==> src/rtl/counter_pkg.sv <==
// Shared definitions for the Comparator-project counter blocks.
//   DEFAULT_WIDTH : default bit width of counters and compare values
//   state_t       : down-counter FSM state (IDLE=0, RUN=1, DONE=2)
package counter_pkg;

    localparam int DEFAULT_WIDTH = 8;

    typedef enum logic [1:0] {
        IDLE = 2'd0,
        RUN  = 2'd1,
        DONE = 2'd2
    } state_t;

endpackage

==> src/rtl/eq_compare.sv <==
// WIDTH-bit unsigned equality comparator, shared across Comparator blocks.
//   a, b : operands
//   eq   : 1 when a == b (combinational)
module eq_compare #(
    parameter int WIDTH = 8
) (
    input  logic [WIDTH-1:0] a,
    input  logic [WIDTH-1:0] b,
    output logic             eq
);

    assign eq = (a == b);

endmodule

==> src/rtl/down_counter_timer.sv <==
// Loadable down-counter / timer with one-shot and auto-reload modes.
//   clk, rst    : clock, synchronous active-high reset
//   load        : strobe; captures load_val as count and reload value
//   load_val    : start / reload value N (0 parks the timer in IDLE)
//   en          : count enable, one decrement per enabled RUN cycle
//   auto_reload : 1 = periodic, 0 = one-shot; sampled at each terminal event
//   cmp_val     : compare threshold for match
//   count       : current count register
//   busy        : 1 while in RUN
//   tc          : registered one-cycle terminal-count pulse
//   match       : busy && (count == cmp_val), no added latency
module down_counter_timer
    import counter_pkg::*;
#(
    parameter int WIDTH = DEFAULT_WIDTH
) (
    input  logic             clk,
    input  logic             rst,
    input  logic             load,
    input  logic [WIDTH-1:0] load_val,
    input  logic             en,
    input  logic             auto_reload,
    input  logic [WIDTH-1:0] cmp_val,
    output logic [WIDTH-1:0] count,
    output logic             busy,
    output logic             tc,
    output logic             match
);

    localparam logic [WIDTH-1:0] ONE = WIDTH'(1);

    state_t           state_q, state_d;
    logic [WIDTH-1:0] count_q, count_d;
    logic [WIDTH-1:0] reload_q, reload_d;
    logic             tc_q, tc_d;
    logic             cnt_eq;

    always_ff @(posedge clk) begin
        if (rst) begin
            state_q  <= IDLE;
            count_q  <= '0;
            reload_q <= '0;
            tc_q     <= 1'b0;
        end else begin
            state_q  <= state_d;
            count_q  <= count_d;
            reload_q <= reload_d;
            tc_q     <= tc_d;
        end
    end

    // RUN is only ever entered with a nonzero count and reload value, so
    // count is never 0 while running and the decrement cannot underflow.
    always_comb begin
        state_d  = state_q;
        count_d  = count_q;
        reload_d = reload_q;
        tc_d     = 1'b0;
        if (load) begin
            // A load wins over a coincident terminal event: no tc, no reload.
            reload_d = load_val;
            count_d  = load_val;
            state_d  = (load_val != '0) ? RUN : IDLE;
        end else if (state_q == RUN && en) begin
            if (count_q == ONE) begin
                tc_d = 1'b1;
                if (auto_reload) begin
                    count_d = reload_q;
                end else begin
                    count_d = '0;
                    state_d = DONE;
                end
            end else begin
                count_d = count_q - ONE;
            end
        end
    end

    eq_compare #(.WIDTH(WIDTH)) u_cmp (
        .a  (count_q),
        .b  (cmp_val),
        .eq (cnt_eq)
    );

    assign count = count_q;
    assign busy  = (state_q == RUN);
    assign tc    = tc_q;
    assign match = busy && cnt_eq;

endmodule

==> config.mk <==
export PLATFORM = sky130hd
export DESIGN_NAME = down_counter_timer
export DESIGN_NICKNAME = d
export VERILOG_FILES = /design/src/rtl/counter_pkg.sv /design/src/rtl/eq_compare.sv /design/src/rtl/down_counter_timer.sv
export SDC_FILE = /design/constraint.sdc
export NUM_CORES = 1
export LEC_CHECK = 0
export BUFFER_PORTS_ARGS = -buffer_cell sky130_fd_sc_hd__buf_2
export CORE_UTILIZATION = 55
export DETAILED_ROUTE_END_ITERATION = 8
export PLACE_DENSITY = 0.89
export SYNTH_ARGS = -nofsm -noshare
export SYNTH_HDL_FRONTEND = slang
export SYNTH_SLANG_ARGS = --single-unit
export TNS_END_PERCENT = 50
==> constraint.sdc <==
create_clock -name clk -period 4.3 [get_ports clk]
set_input_delay 0.86 -clock clk [delete_from_list [all_inputs] [get_ports clk]]
set_output_delay 0.86 -clock clk [all_outputs]
set_load 0.05 [all_outputs]
==> out/summary.txt <==
Top Family by Delay on Critical Path: simple AND/OR/NAND/NOR gates
Setup Fix Bufs, Post-CTS: 0
final net count: 184
register area share after synthesis: 32.4%
Syn Inst Count: 136
r2r setup slk: 2090 ps
Yosys reg bits: 19
Root Buffer: clkbuf_4
Cells on Worst Hold Path: 2
Resized Gates After CTS: 0
Period minus WS final: 2810 ps
Initial Util: 59.3%
R2R Path End: count[0]$_SDFFE_PP0P_
Relative slew margins: 65.8%
Post-Route Utilization: 67.1%
pre-CTS setup slack: 1480 ps
via count: 1,116
WHS Endpoint: reload_q[3]$_SDFFE_PP0P_
met2 WL: 1.33 mm
critical path class: primary input to output port
antenna viol nets, final: 0
core box area: 1980 um^2
first-pass GRT wire length: 4.08 mm
count leader, synth: dfxtp_1
Worst setup EP type: output port
FP Rows: 16
worst slew pin tran: 509 ps
Hold Crit Class: flop to flop
post-synth top area share: 32.4%
period utilization: 65.4%
DR top layer: met4
setup TNS: 0 ps
CTS Buffer Depth: 2
number of global-route vias before repair: 962
synthesized cell area: 1170 um^2
maximum number of pins on one net before global-route repair: 29
Tot Pwr: 0.000412 W
Max Fclk: 0.356 GHz
FF-to-FF path depth: 5
Max Slew Vio Count: 0
CTS H-Tree Depth: 1
CTS clock-pin slew for the worst setup and hold paths: 100 ps
Die X: 48.2 um
RSZ-0062 raised after global routing: false
Vias/cell: 5.97
# clock sinks: 19
EDFF count, synth: 0
global placement routability congestion: 0.846
share of cells above drive strength 1: 25.0%
n_diodes: 0
IO buf count: 31
Worst-Skew Late Latency: 290 ps
Worst Hold Launch: reload_q[3]$_SDFFE_PP0P_
Leak Pwr: 0.576 nW
Global Route Usage Sum: 24.8%
Cell Count Post-Placement: 183
VDD IR max: 0.000268 V
fin cells: 187
layout overhead on the synthesized area: 13.2%
TritonCTS clock tree: done
routed wl met3: 168 um
final setup skew: 7.74 ps
Critical Path RT: 3440 ps
DRC violations left: 0
status: finished clean
setup ws final: 1490 ps
DIE HEIGHT: 48.2 um
Mapped Avg Cell Area: 8.64 um^2
hold_buf cts: 0
Critical Path AT: 1950 ps
DP Wirelength: 2.01 mm
initial antenna violation count: 0
number of max-cap violations: 0
Die ar.: 2330 um^2
final setup violation count: 0
drt total wl: 2.73 mm
met1 WL: 1.22 mm
final hold violation count: 0
power per cell area: 310 nW/um^2
number of I/O pins: 32
Buffers & Inverters on Critical Path: 2
CP Cell Sequence: buf_2 -> xor2_1 -> nor4_1 -> nand3_1 -> nor4_1 -> buf_2
global route overflow: 0
CTS Buf Count: 3
Slowest cell on crit path: buf_2
Synth async-reset ratio: 0%
Crit. path cell count: 6
Area contributors post-synth: dfxtp_1 32%, mux2i_1 6.8%, xor2_1 6.0%
crit start category: primary input
synth unique cells: 41
TritonRoute pass-1 iters: 4
routed len/inst: 14.6 um
worst-path fanout max: 1
commonest cells in the netlist: 19 x dfxtp_1, 11 x a21oi_1
DRT iter0 DRCs: 43
synth warn: 0
Main synth FF type: dfxtp_1
CP peak stage delay: 310 ps
Post-Syn Nets: 159
largest area contributor in the netlist: dfxtp_1
Crit Reg-Reg Startpoint: count[0]$_SDFFE_PP0P_
[tightest hold or removal path, cell delays in order (launching register included)]
cell	delay, ps
dfxtp_1	330
nand2b_1	60
a21oi_1	60
[sequential cells by signal, indices dropped and copies added (netlist names)]
signal and cells:
reload_q 8, count 8, state_q 2, tc 1
[worst max-delay path by stage]
stage                               start  endpoint  slack, ps
floorplan           count[5]$_SDFFE_PP0P_     match        570
global placement               cmp_val[5]     match       1530
detailed placement             cmp_val[5]     match       1480
CTS                            cmp_val[5]     match       1470
global route                   cmp_val[5]     match       1320
finish                         cmp_val[5]     match       1490
[per-layer routing]
metal,vias up,track usage [%]
li1,542,-
met3,2,2.22
met2,52,43.2
met5,-,0
met4,0,6.67
met1,520,32.7
[placed cells by master, fill, tap and decap left out, types with 3 or more instances in the layout]
cell type	count
mux2i_1	8
nand3_1	5
xor2_1	8
buf_2	31
inv_1	8
nor3_1	3
nor4_1	5
nand2b_1	3
nor2_1	8
clkbuf_4	3
dfxtp_1	19
nand2_1	7
a31oi_1	3
o31ai_1	5
a21oi_1	11
[per-stage QoR]
step | instance area, um^2 | hold slack (ps)
5_1_grt | 1330 | 525
6_report | 1330 | 487
4_1_cts | 1330 | 485
3_5_place_dp | 1300 | 469
3_3_place_gp | 1300 | 461
2_1_floorplan | 1170 | 444
[kinds of logic after synthesis]
family          synth area share [%]
mux                             6.82
compound gates                  20.4
fa+ha+maj                       2.13
simple gates                    23.1
buf+inv                         7.67
flops                           32.4
xor+xnor                        7.46
[area by class of cell]
| type | count | area (um^2) |
|---|---|---|
| Fill cell | 166 | 652 |
| Timing Repair Buffer | 31 | 155 |
| Inverter | 8 | 30.0 |
| Tap cell | 27 | 33.8 |
| Sequential cell | 19 | 380 |
| Multi-Input combinational cell | 98 | 704 |
| Clock buffer | 4 | 26.3 |
[power breakdown]
part / switching [W] / total (W) / internal [W]
Sequential: 0.0000189 / 0.000206 / 0.000187
Combinational: 0.0000716 / 0.000115 / 0.0000438
Clock: 0.0000541 / 0.0000901 / 0.0000360
Total: 0.000145 / 0.000412 / 0.000267
(Power assumes the default switching activity.)
